File: src/rtl/pmci_csr_arb_if.sv
// Bus bundle for the PMCI CSR arbiter: two requester ports in packed form,
// the shared target CSR port and the stray-response status flag.
interface pmci_csr_arb_if #(
    parameter int ADDR_WIDTH = 10,
    parameter int DATA_WIDTH = 64
) ();
    // Requester side
    logic [1:0]                  req_valid;
    logic [1:0]                  req_write;
    logic [2*ADDR_WIDTH-1:0]     req_addr;
    logic [2*DATA_WIDTH-1:0]     req_wdata;
    logic [2*DATA_WIDTH/8-1:0]   req_wstrb;
    logic [1:0]                  req_ready;
    logic [1:0]                  rsp_valid;
    logic [DATA_WIDTH-1:0]       rsp_rdata;
    logic                        rsp_err;

    // Target side
    logic                        tgt_valid;
    logic                        tgt_write;
    logic [ADDR_WIDTH-1:0]       tgt_addr;
    logic [DATA_WIDTH-1:0]       tgt_wdata;
    logic [DATA_WIDTH/8-1:0]     tgt_wstrb;
    logic                        tgt_ready;
    logic                        tgt_rsp_valid;
    logic [DATA_WIDTH-1:0]       tgt_rdata;

    // Status
    logic                        stray_rsp;

    // Arbiter view
    modport slave (
        input  req_valid, req_write, req_addr, req_wdata, req_wstrb,
        output req_ready, rsp_valid, rsp_rdata, rsp_err,
        output tgt_valid, tgt_write, tgt_addr, tgt_wdata, tgt_wstrb,
        input  tgt_ready, tgt_rsp_valid, tgt_rdata,
        output stray_rsp
    );

    // Environment view: requesters plus the CSR target
    modport master (
        output req_valid, req_write, req_addr, req_wdata, req_wstrb,
        input  req_ready, rsp_valid, rsp_rdata, rsp_err,
        input  tgt_valid, tgt_write, tgt_addr, tgt_wdata, tgt_wstrb,
        output tgt_ready, tgt_rsp_valid, tgt_rdata,
        input  stray_rsp
    );
endinterface

File: src/rtl/pmci_csr_arb.sv
// PMCI CSR arbiter: round-robin between two requesters onto a single
// SPI-bridge CSR port, one transaction in flight, with a timeout that forces
// an all-ones error completion when the target stalls.
module pmci_csr_arb #(
    parameter int ADDR_WIDTH = 10,
    parameter int DATA_WIDTH = 64,
    parameter int TIMEOUT    = 1024
) (
    input  logic          clk,
    input  logic          rst,
    pmci_csr_arb_if.slave bus
);
    localparam int          STRB_WIDTH = DATA_WIDTH / 8;
    // Last timer value allowed before the transaction is forced to complete.
    localparam logic [15:0] TMO_LAST   = 16'(TIMEOUT - 1);

    typedef enum logic [1:0] {
        ST_IDLE  = 2'd0,
        ST_ISSUE = 2'd1,
        ST_WAIT  = 2'd2,
        ST_RESP  = 2'd3
    } state_t;

    state_t                  state_r, state_nx_s;
    logic [15:0]             timer_r, timer_nx_s, timer_inc_s;
    logic                    timeout_s;
    logic                    grant_s;
    logic                    g_r, g_nx_s;
    logic                    last_g_r, last_g_nx_s;

    logic                    sel_write_s;
    logic [ADDR_WIDTH-1:0]   sel_addr_s;
    logic [DATA_WIDTH-1:0]   sel_wdata_s;
    logic [STRB_WIDTH-1:0]   sel_wstrb_s;

    logic [1:0]              req_ready_r, req_ready_nx_s;
    logic [1:0]              rsp_valid_r, rsp_valid_nx_s;
    logic [DATA_WIDTH-1:0]   rsp_rdata_r, rsp_rdata_nx_s;
    logic                    rsp_err_r, rsp_err_nx_s;
    logic                    tgt_valid_r, tgt_valid_nx_s;
    logic                    tgt_write_r, tgt_write_nx_s;
    logic [ADDR_WIDTH-1:0]   tgt_addr_r, tgt_addr_nx_s;
    logic [DATA_WIDTH-1:0]   tgt_wdata_r, tgt_wdata_nx_s;
    logic [STRB_WIDTH-1:0]   tgt_wstrb_r, tgt_wstrb_nx_s;
    logic                    stray_r, stray_nx_s;

    // Round-robin pick: on a tie the requester that did not go last wins.
    always_comb begin
        if (bus.req_valid == 2'b11) begin
            grant_s = ~last_g_r;
        end else if (bus.req_valid[1]) begin
            grant_s = 1'b1;
        end else begin
            grant_s = 1'b0;
        end
    end

    // Select the command fields of the requester being granted.
    always_comb begin
        if (grant_s) begin
            sel_write_s = bus.req_write[1];
            sel_addr_s  = bus.req_addr[2*ADDR_WIDTH-1:ADDR_WIDTH];
            sel_wdata_s = bus.req_wdata[2*DATA_WIDTH-1:DATA_WIDTH];
            sel_wstrb_s = bus.req_wstrb[2*STRB_WIDTH-1:STRB_WIDTH];
        end else begin
            sel_write_s = bus.req_write[0];
            sel_addr_s  = bus.req_addr[ADDR_WIDTH-1:0];
            sel_wdata_s = bus.req_wdata[DATA_WIDTH-1:0];
            sel_wstrb_s = bus.req_wstrb[STRB_WIDTH-1:0];
        end
    end

    // Saturating timer increment and timeout detect.
    always_comb begin
        if (timer_r == 16'hFFFF) begin
            timer_inc_s = timer_r;
        end else begin
            timer_inc_s = timer_r + 16'd1;
        end
        timeout_s = (timer_r >= TMO_LAST);
    end

    // Next-state and next-output logic for the transaction FSM.
    always_comb begin
        state_nx_s     = state_r;
        timer_nx_s     = timer_r;
        g_nx_s         = g_r;
        last_g_nx_s    = last_g_r;
        req_ready_nx_s = 2'b00;
        rsp_valid_nx_s = 2'b00;
        rsp_rdata_nx_s = rsp_rdata_r;
        rsp_err_nx_s   = rsp_err_r;
        tgt_valid_nx_s = tgt_valid_r;
        tgt_write_nx_s = tgt_write_r;
        tgt_addr_nx_s  = tgt_addr_r;
        tgt_wdata_nx_s = tgt_wdata_r;
        tgt_wstrb_nx_s = tgt_wstrb_r;
        // A target completion anywhere but WAIT is unexpected and sticky.
        stray_nx_s     = stray_r | (bus.tgt_rsp_valid & (state_r != ST_WAIT));

        case (state_r)
            ST_IDLE: begin
                if (bus.req_valid != 2'b00) begin
                    g_nx_s                  = grant_s;
                    req_ready_nx_s[grant_s] = 1'b1;
                    tgt_valid_nx_s          = 1'b1;
                    tgt_write_nx_s          = sel_write_s;
                    tgt_addr_nx_s           = sel_addr_s;
                    tgt_wdata_nx_s          = sel_wdata_s;
                    tgt_wstrb_nx_s          = sel_wstrb_s;
                    timer_nx_s              = 16'd0;
                    state_nx_s              = ST_ISSUE;
                end else begin
                    state_nx_s = ST_IDLE;
                end
            end
            ST_ISSUE: begin
                timer_nx_s = timer_inc_s;
                if (bus.tgt_ready) begin
                    // Handshake completes the command phase even on the last
                    // timer cycle; the response phase is then bounded by WAIT.
                    tgt_valid_nx_s = 1'b0;
                    state_nx_s     = ST_WAIT;
                end else if (timeout_s) begin
                    tgt_valid_nx_s = 1'b0;
                    rsp_rdata_nx_s = '1;
                    rsp_err_nx_s   = 1'b1;
                    state_nx_s     = ST_RESP;
                end else begin
                    state_nx_s = ST_ISSUE;
                end
            end
            ST_WAIT: begin
                timer_nx_s = timer_inc_s;
                if (bus.tgt_rsp_valid) begin
                    // Real completion beats a simultaneous timeout.
                    rsp_rdata_nx_s = bus.tgt_rdata;
                    rsp_err_nx_s   = 1'b0;
                    state_nx_s     = ST_RESP;
                end else if (timeout_s) begin
                    rsp_rdata_nx_s = '1;
                    rsp_err_nx_s   = 1'b1;
                    state_nx_s     = ST_RESP;
                end else begin
                    state_nx_s = ST_WAIT;
                end
            end
            ST_RESP: begin
                rsp_valid_nx_s[g_r] = 1'b1;
                last_g_nx_s         = g_r;
                state_nx_s          = ST_IDLE;
            end
            default: begin
                tgt_valid_nx_s = 1'b0;
                state_nx_s     = ST_IDLE;
            end
        endcase
    end

    // FSM state register.
    always_ff @(posedge clk or posedge rst) begin
        if (rst) begin
            state_r <= ST_IDLE;
        end else begin
            state_r <= state_nx_s;
        end
    end

    // Registered datapath, arbitration history and all module outputs.
    always_ff @(posedge clk or posedge rst) begin
        if (rst) begin
            timer_r     <= 16'd0;
            g_r         <= 1'b0;
            last_g_r    <= 1'b1;
            req_ready_r <= 2'b00;
            rsp_valid_r <= 2'b00;
            rsp_rdata_r <= '0;
            rsp_err_r   <= 1'b0;
            tgt_valid_r <= 1'b0;
            tgt_write_r <= 1'b0;
            tgt_addr_r  <= '0;
            tgt_wdata_r <= '0;
            tgt_wstrb_r <= '0;
            stray_r     <= 1'b0;
        end else begin
            timer_r     <= timer_nx_s;
            g_r         <= g_nx_s;
            last_g_r    <= last_g_nx_s;
            req_ready_r <= req_ready_nx_s;
            rsp_valid_r <= rsp_valid_nx_s;
            rsp_rdata_r <= rsp_rdata_nx_s;
            rsp_err_r   <= rsp_err_nx_s;
            tgt_valid_r <= tgt_valid_nx_s;
            tgt_write_r <= tgt_write_nx_s;
            tgt_addr_r  <= tgt_addr_nx_s;
            tgt_wdata_r <= tgt_wdata_nx_s;
            tgt_wstrb_r <= tgt_wstrb_nx_s;
            stray_r     <= stray_nx_s;
        end
    end

    assign bus.req_ready = req_ready_r;
    assign bus.rsp_valid = rsp_valid_r;
    assign bus.rsp_rdata = rsp_rdata_r;
    assign bus.rsp_err   = rsp_err_r;
    assign bus.tgt_valid = tgt_valid_r;
    assign bus.tgt_write = tgt_write_r;
    assign bus.tgt_addr  = tgt_addr_r;
    assign bus.tgt_wdata = tgt_wdata_r;
    assign bus.tgt_wstrb = tgt_wstrb_r;
    assign bus.stray_rsp = stray_r;

endmodule

File: src/flat_wrapper.sv
// flat-port wrapper written by rule: the top's interface ports become plain ports
module pmci_csr_arb_flat 
#(
    parameter int ADDR_WIDTH = 10,
    parameter int DATA_WIDTH = 64,
    parameter int TIMEOUT    = 1024
)
  (clk, rst, bus_req_valid, bus_req_write, bus_req_addr, bus_req_wdata, bus_req_wstrb, bus_req_ready, bus_rsp_valid, bus_rsp_rdata, bus_rsp_err, bus_tgt_valid, bus_tgt_write, bus_tgt_addr, bus_tgt_wdata, bus_tgt_wstrb, bus_tgt_ready, bus_tgt_rsp_valid, bus_tgt_rdata, bus_stray_rsp);
  pmci_csr_arb_if #(.ADDR_WIDTH(ADDR_WIDTH), .DATA_WIDTH(DATA_WIDTH)) bus_i ();
  input  logic clk;
  input  logic rst;
  input wire logic [$bits(bus_i.req_valid)-1:0] bus_req_valid;
  input wire logic [$bits(bus_i.req_write)-1:0] bus_req_write;
  input wire logic [$bits(bus_i.req_addr)-1:0] bus_req_addr;
  input wire logic [$bits(bus_i.req_wdata)-1:0] bus_req_wdata;
  input wire logic [$bits(bus_i.req_wstrb)-1:0] bus_req_wstrb;
  output wire logic [$bits(bus_i.req_ready)-1:0] bus_req_ready;
  output wire logic [$bits(bus_i.rsp_valid)-1:0] bus_rsp_valid;
  output wire logic [$bits(bus_i.rsp_rdata)-1:0] bus_rsp_rdata;
  output wire logic [$bits(bus_i.rsp_err)-1:0] bus_rsp_err;
  output wire logic [$bits(bus_i.tgt_valid)-1:0] bus_tgt_valid;
  output wire logic [$bits(bus_i.tgt_write)-1:0] bus_tgt_write;
  output wire logic [$bits(bus_i.tgt_addr)-1:0] bus_tgt_addr;
  output wire logic [$bits(bus_i.tgt_wdata)-1:0] bus_tgt_wdata;
  output wire logic [$bits(bus_i.tgt_wstrb)-1:0] bus_tgt_wstrb;
  input wire logic [$bits(bus_i.tgt_ready)-1:0] bus_tgt_ready;
  input wire logic [$bits(bus_i.tgt_rsp_valid)-1:0] bus_tgt_rsp_valid;
  input wire logic [$bits(bus_i.tgt_rdata)-1:0] bus_tgt_rdata;
  output wire logic [$bits(bus_i.stray_rsp)-1:0] bus_stray_rsp;
  assign bus_i.req_valid = bus_req_valid;
  assign bus_i.req_write = bus_req_write;
  assign bus_i.req_addr = bus_req_addr;
  assign bus_i.req_wdata = bus_req_wdata;
  assign bus_i.req_wstrb = bus_req_wstrb;
  assign bus_req_ready = bus_i.req_ready;
  assign bus_rsp_valid = bus_i.rsp_valid;
  assign bus_rsp_rdata = bus_i.rsp_rdata;
  assign bus_rsp_err = bus_i.rsp_err;
  assign bus_tgt_valid = bus_i.tgt_valid;
  assign bus_tgt_write = bus_i.tgt_write;
  assign bus_tgt_addr = bus_i.tgt_addr;
  assign bus_tgt_wdata = bus_i.tgt_wdata;
  assign bus_tgt_wstrb = bus_i.tgt_wstrb;
  assign bus_i.tgt_ready = bus_tgt_ready;
  assign bus_i.tgt_rsp_valid = bus_tgt_rsp_valid;
  assign bus_i.tgt_rdata = bus_tgt_rdata;
  assign bus_stray_rsp = bus_i.stray_rsp;
  pmci_csr_arb #(.ADDR_WIDTH(ADDR_WIDTH), .DATA_WIDTH(DATA_WIDTH), .TIMEOUT(TIMEOUT)) u_core (.clk(clk), .rst(rst), .bus(bus_i));
endmodule
File: config.mk
export PLATFORM = sky130hd
export DESIGN_NAME = pmci_csr_arb_flat
export DESIGN_NICKNAME = d
export VERILOG_FILES = /design/src/rtl/pmci_csr_arb_if.sv /design/src/rtl/pmci_csr_arb.sv /design/src/flat_wrapper.sv
export SDC_FILE = /design/constraint.sdc
export NUM_CORES = 1
export LEC_CHECK = 0
export CORE_ASPECT_RATIO = 1.2
export CORE_MARGIN = 2
export CORE_UTILIZATION = 30
export DETAILED_ROUTE_END_ITERATION = 7
export PLACE_DENSITY = 0.64
export SYNTH_ARGS = -nofsm -noshare
export SYNTH_HDL_FRONTEND = slang
export SYNTH_SLANG_ARGS = --single-unit
File: constraint.sdc
create_clock -name clk -period 8.4 [get_ports clk]
set_input_delay 2.52 -clock clk [delete_from_list [all_inputs] [get_ports clk]]
set_output_delay 2.52 -clock clk [all_outputs]
set_load 0.02 [all_outputs]
==> results of run 1 <==
## routing by layer
| metal | GRT usage | wire length (µm) | vias up |
|---|---|---|---|
| met5 | 0 | 0 | - |
| met4 | 0.0765 | 703 | 0 |
| met3 | 0.0514 | 1700 | 38 |
| met2 | 0.331 | 12800 | 262 |
| met1 | 0.234 | 10100 | 3114 |
| li1 | - | - | 3022 |
## cells in the final DEF (no fill, tap or decap), drive strengths merged, types with 11 or more instances in the layout
cell type      Yosys  routed
o22a              64      64
dfrtp            173     173
inv               56      58
nand2             47      47
clkbuf            30      21
mux2i             35      35
nor2              11      11
clkdlybuf4s50      0     389
o21ai             47      47
a222oi            48      48
## critical path, stage by stage
cell and delay [ns]:
clkdlybuf4s50_1 0.54, a21boi_4 0.19, buf_4 0.54, and2_2 0.95, a222oi_1 0.17, inv_1 0.12
## final cells by class
cell class | count | area (µm²)
Clock buffer | 21 | 470
Clock inverter | 11 | 130
Fill cell | 2188 | 11900
Inverter | 56 | 215
Multi-Input combinational cell | 335 | 2520
Sequential cell | 174 | 4360
Tap cell | 320 | 400
Timing Repair Buffer | 396 | 3950
## power by group
group | total [mW] | switching [mW] | internal [mW]
Clock | 0.809 | 0.345 | 0.465
Sequential | 1.41 | 0.209 | 1.20
Combinational | 2.12 | 1.10 | 1.01
## synthesized netlist by cell type, types with 2 or more instances
master / count / area share
a211o_1: 4 / 0.0048
a21boi_0: 2 / 0.0021
a21o_1: 3 / 0.0031
a21oi_1: 2 / 0.0014
a222oi_1: 48 / 0.066
a22o_1: 3 / 0.0036
a31oi_1: 2 / 0.0017
and2_1: 2 / 0.0017
and3_1: 3 / 0.0026
buf_2: 9 / 0.0062
buf_6: 6 / 0.0093
clkbuf_1: 30 / 0.015
dfrtp_1: 173 / 0.59
ha_1: 5 / 0.0086
inv_1: 56 / 0.029
mux2i_1: 35 / 0.048
nand2_1: 47 / 0.024
nand2b_1: 2 / 0.0017
nand3_1: 9 / 0.0062
nand4_1: 5 / 0.0043
nor2_1: 11 / 0.0057
nor3_1: 3 / 0.0021
nor4_1: 2 / 0.0017
o21a_1: 3 / 0.0031
o21ai_0: 46 / 0.032
o22a_1: 64 / 0.077
o31a_1: 2 / 0.0024
o31ai_1: 9 / 0.0093
o41ai_1: 3 / 0.0036
or2_2: 2 / 0.0017
or3_1: 2 / 0.0017
## kinds of logic after synthesis
family                   Yosys count
AO/OA/AOI/OAI                    199
adder cells (fa/ha/maj)            5
buffers and inverters            103
flip-flops                       174
multiplexers                      36
AND/OR/NAND/NOR                   95
## how the worst min path moves through the flow
| stage | startpoint | endpoint | cells past startpoint |
|---|---|---|---|
| finish | u_core.g_r | u_core.bus.rsp_valid[0] | 1 |
| CTS | u_core.g_r | u_core.bus.rsp_valid[0] | 1 |
| global placement | u_core.bus.stray_rsp | u_core.bus.stray_rsp | 1 |
| detailed placement | u_core.bus.stray_rsp | u_core.bus.stray_rsp | 1 |
| global route | u_core.g_r | u_core.bus.rsp_valid[0] | 1 |
| floorplan | u_core.g_r | u_core.bus.rsp_valid[0] | 1 |
## through the flow
step	instances	power, mW	util	setup WS, ns
after floorplan	612	2.54	-	1.16
after global placement	1281	3.53	0.479	3.25
after detailed placement	1281	3.56	0.479	3.20
after CTS	1313	4.39	0.504	3.66
after global routing	1313	4.59	0.504	3.53
final	1313	4.34	0.504	3.69
## sequential cells by signal (all words and copies together), names as in the netlist, named ones only
signal	flops
u_core.bus.req_ready	2
u_core.bus.rsp_err	1
u_core.bus.rsp_rdata	64
u_core.bus.rsp_valid	2
u_core.bus.stray_rsp	1
u_core.bus.tgt_addr	10
u_core.bus.tgt_valid	1
u_core.bus.tgt_wdata	64
u_core.bus.tgt_write	1
u_core.bus.tgt_wstrb	8
u_core.g_r	1
u_core.last_g_r	1
u_core.state_r	1
u_core.timer_r	16
==> flow_metrics.py, run 1 <==
metrics = {
    "clock_tree": {
        "cts_tree": "built",
        "clkSlewWorstSetupHoldPaths_ns": 0.07,
        "holdBufCountCts": 0,
        "clk_path_buf_depth": 2,
        "cts_setup_buffers": 0,
        "cts_resized": 0,
        "cts-root-buf": "clkbuf_16",
        "clk_latency_ns": 0.44,
        "numCtsBuffers": 17,
        "clock-sinks": 174,
        "cts_max_level": 4,
    },
    "sta": {
        "hold_violations": 0,
        "skew_ns": 0.0187,
        "tightest_slew_ns": 1.17,
        "finalCriticalPeriod_ns": 4.71,
        "whs_ns": 0.459,
        "drv_slew": 0,
        "fmax_ghz": 0.212,
        "finalCritPeriodShare": 0.561,
        "relSlewSlack": 0.217,
        "setup_violations": 0,
        "tns_ns": 0,
        "rsz0062_at_grt": "no",
    },
    "floorplan": {
        "die_height_um": 175,
        "start_util": 0.305,
        "core_area_mm2": 0.0239,
        "fp-row-count": 62,
        "num_io_pins": 390,
        "die_area_mm2": 0.0255,
        "die_w_um": 146,
    },
    "detailed_routing": {
        "drt_iter0_drc": 564,
        "wl_per_cell_um": 19.2,
        "wirelength_mm": 25.2,
        "dr.pass1.iters": 8,
        "routed_via_density": 4.90,
        "drt.antenna.violating_nets": 0,
        "vias": 6436,
        "route.detailed.drc": 17,
    },
    "global_routing": {
        "grtUsageTotal": 0.194,
        "overflow": 0,
        "grt_pass1_wl_mm": 38.5,
        "antenna_found_initial": 0,
        "grt_max_degree": 121,
        "grt_pass1_vias": 6533,
    },
    "flow_run": {
        "drv_cap": 0,
    },
    "worst_setup_path": {
        "worstReg2RegStart": "u_core.state_r[0]",
        "crit_fanout": 50,
        "regToRegSetupSlack_ns": 5.66,
        "startpoint_type": "input port",
        "crit_required_ns": 8.77,
        "critPathLaunch": "bus_req_valid[1]",
        "reg2regPathDepth": 7,
        "crit_type": "in -> reg",
        "r2r-end": "u_core.timer_r[13]",
        "endpoint_kind": "flop",
        "worstPathArrival_ns": 5.08,
        "setup.worst_path.end": "u_core.bus.tgt_wdata[12]",
    },
    "synth": {
        "synth_compound_area_frac": 0.220,
        "synth_top_family_by_area": "compound AO/OA/AOI/OAI gates",
        "async_flop_share": 1.00,
        "yosys_warnings": 0,
        "netlist_area_mm2": 0.00728,
        "yosysUniqueCellTypes": 50,
        "synth-main-ff-cell": "dfrtp_1",
        "synth_fa_ha_area_frac": 0.00859,
        "synth_area_per_cell_um2": 11.9,
        "netlist_instances": 612,
        "synthesis.nets": 853,
        "ys_seq_area_frac": 0.598,
        "yosys.area_share.simple": 0.0622,
        "synth_edf_count": 0,
        "synth_seq_cells": 174,
        "synthMuxAreaShare": 0.0497,
        "synth_xor_area_frac": 0,
    },
    "cells_and_area": {
        "drive_gt1_frac": 0.0544,
        "area_growth_pct": 65.3,
        "diodes": 0,
        "finalInstanceArea_mm2": 0.0120,
        "nets": 1221,
    },
    "pwr": {
        "power.leakage_nw": 5.01,
        "peakVddDrop_uv": 157,
        "p_per_area_mw_per_mm2": 360,
    },
    "placement": {
        "hpwlAfterDp_mm": 18.3,
        "place.gp.congestion": 0.831,
        "dpl-instance-area_mm2": 0.0114,
        "numPortBuffers": 389,
    },
    "status": {
        "violations": "DRC",
        "status": "complete, but fails checks",
    },
    "worst_hold_path": {
        "min_path_type": "reg -> reg",
    },
}
No activity file was read; power rests on OpenSTA's default activity.
==> run 2: changes to the inputs <==
--- a/config.mk
+++ b/config.mk
@@ -9,7 +9,7 @@
 export CORE_MARGIN = 2
 export CORE_UTILIZATION = 30
 export DETAILED_ROUTE_END_ITERATION = 7
-export PLACE_DENSITY = 0.64
+export PLACE_DENSITY = 0.67
 export SYNTH_ARGS = -nofsm -noshare
 export SYNTH_HDL_FRONTEND = slang
 export SYNTH_SLANG_ARGS = --single-unit
==> constraint.sdc (replaced) <==
create_clock -name clk -period 4.1 [get_ports clk]
set_input_delay 1.23 -clock clk [delete_from_list [all_inputs] [get_ports clk]]
set_output_delay 1.23 -clock clk [all_outputs]
set_load 0.02 [all_outputs]
==> run 2 against run 1 <==
Compared with the run above:
- flip-flop and latch count unchanged
- the run now ends clean
- first-iteration DRC count down 23%
- hold slack worse by 0.0036 ns
- critical path depth unchanged
- design area up 0.38%
- clock-buffer cell count down 2
- via count up 0.39%
- power up 100%
- non-clock buffer count up 4
- cell count up 0.30%
- clock power up 100%
- register-to-register slack worse by 4.0 ns
==> flow_metrics.py, run 2 (synthesized netlist as in run 1, its figures left out) <==
metrics = {
    "status": {
        "status": "finished clean",
    },
    "placement": {
        "place_inst": 1285,
        "numPortBuffers": 389,
        "hpwlAfterDp_mm": 17.6,
        "place.gp.congestion": 0.801,
    },
    "detailed_routing": {
        "route.detailed.drc": 0,
        "drt_iter0_drc": 433,
        "dr.pass1.iters": 8,
        "vias": 6461,
        "wl_per_cell_um": 18.3,
        "wirelength_mm": 24.1,
        "drt.antenna.violating_nets": 0,
        "routed_via_density": 4.91,
    },
    "worst_setup_path": {
        "crit_required_ns": 4.45,
        "worstReg2RegStart": "u_core.state_r[0]",
        "reg2regPathDepth": 7,
        "r2r-end": "u_core.timer_r[13]",
        "critPathLaunch": "bus_req_valid[0]",
        "endpoint_kind": "flop",
        "worstPathArrival_ns": 3.16,
        "startpoint_type": "input port",
        "crit_fanout": 10,
        "crit_type": "in -> reg",
        "regToRegSetupSlack_ns": 1.66,
    },
    "sta": {
        "rsz0062_at_grt": "no",
        "hold_violations": 0,
        "relSlewSlack": 0.436,
        "fmax_ghz": 0.356,
        "finalCriticalPeriod_ns": 2.81,
        "whs_ns": 0.456,
        "tns_ns": 0,
        "setup_violations": 0,
        "skew_ns": 0.0113,
        "drv_slew": 0,
        "finalCritPeriodShare": 0.685,
        "tightest_slew_ns": 0.846,
    },
    "cells_and_area": {
        "fill_cells": 2209,
        "nets": 1225,
        "area_growth_pct": 66.0,
        "layout_common_cells": "389 x clkdlybuf4s50_1, 173 x dfrtp_1, 64 x o22a_1",
        "diodes": 0,
        "mostFrequentLayoutCell": "clkdlybuf4s50_1",
        "drive_gt1_frac": 0.0582,
        "stdcell_count": 1317,
    },
    "floorplan": {
        "die_height_um": 175,
        "start_util": 0.305,
        "fp-row-count": 62,
        "die_w_um": 146,
        "core_area_mm2": 0.0239,
        "die_area_mm2": 0.0255,
        "num_io_pins": 390,
    },
    "global_routing": {
        "grtUsageMet2": 0.323,
        "gr-usage-met1": 0.221,
        "grt_busiest_layer": "met2",
        "met3_usage": 0.0530,
        "overflow": 0,
        "grt_pass1_vias": 6314,
        "antenna_found_initial": 0,
        "grtUsageTotal": 0.185,
        "grt_max_degree": 121,
        "grt_pass1_wl_mm": 37.0,
    },
    "clock_tree": {
        "cts_resized": 0,
        "cts_setup_buffers": 0,
        "clk_latency_ns": 0.43,
        "cts_max_level": 4,
        "clock-sinks": 174,
        "cts-root-buf": "clkbuf_16",
        "numCtsBuffers": 17,
        "clkSlewWorstSetupHoldPaths_ns": 0.07,
        "holdBufCountCts": 0,
        "clk_path_buf_depth": 2,
        "cts_tree": "built",
    },
    "worst_hold_path": {
        "hp-start": "u_core.bus.stray_rsp",
        "min_path_type": "reg -> reg",
        "whs_path_depth": 1,
        "hold-path-endpoint": "u_core.bus.stray_rsp",
    },
    "flow_run": {
        "drv_cap": 0,
    },
    "pwr": {
        "power.leakage_nw": 5.04,
        "peakVddDrop_uv": 398,
        "p_per_area_mw_per_mm2": 734,
    },
}
-- run 2: cell types whose count changed in the layout (fill, tap and decap cells not counted), sizes merged --
cell | before | now
inv | 58 | 57
clkbuf | 21 | 19
buf | 7 | 11
clkinv | 3 | 6
-- run 2: critical path, stage by stage --
cell and delay (ns):
clkdlybuf4s50_1 0.51, or3b_2 0.53, o21ai_1 0.38, buf_4 0.28, nor2_1 0.06, a31oi_1 0.18
-- run 2: area by class of cell --
| cell class | count | area [µm²] | area share |
|---|---|---|---|
| multi-input cells | 335 | 2520 | 0.209 |
| well taps | 320 | 400 | 0.0331 |
| clock inverters | 13 | 138 | 0.0114 |
| inverters | 56 | 214 | 0.0177 |
| repair buffers | 400 | 4010 | 0.332 |
| flip-flops and latches | 174 | 4360 | 0.360 |
| clock buffers | 19 | 443 | 0.0366 |
-- run 2: report_power, final --
part           internal (mW)  switching (mW)  total (mW)  leakage (nW)
Clock                  0.915           0.708        1.62         0.280
Sequential              2.46           0.417        2.88          2.04
Combinational           2.11            2.26        4.37          2.72
-- run 2: routing by layer --
metal / up-vias / part of all wire
met1: 3164 / 0.39
li1: 3036 / -
met2: 241 / 0.53
met3: 20 / 0.068
met5: - / 0
met4: 0 / 0.014
-- run 2: stage by stage --
stage / utilization / power (mW) / setup WS (ns) / cell area, µm²
4_1_cts: 0.506 / 8.98 / 1.32 / 12100
3_3_place_gp: 0.482 / 7.25 / 0.898 / 11500
6_report: 0.506 / 8.87 / 1.29 / 12100
3_5_place_dp: 0.482 / 7.32 / 0.835 / 11500
2_1_floorplan: - / 5.20 / 0.646 / 7290
5_1_grt: 0.506 / 9.39 / 1.15 / 12100
-- run 2: how the worst max path moves through the flow --
stage                                      end  slack (ns)  depth (start not counted)
global placement            u_core.timer_r[14]        0.90                          6
floorplan           asynchronous set/reset pin        0.65                          1
finish                      u_core.timer_r[14]        1.29                          6
detailed placement           u_core.timer_r[9]        0.83                          6
global route                u_core.timer_r[14]        1.15                          6
CTS                         u_core.timer_r[14]        1.32                          6
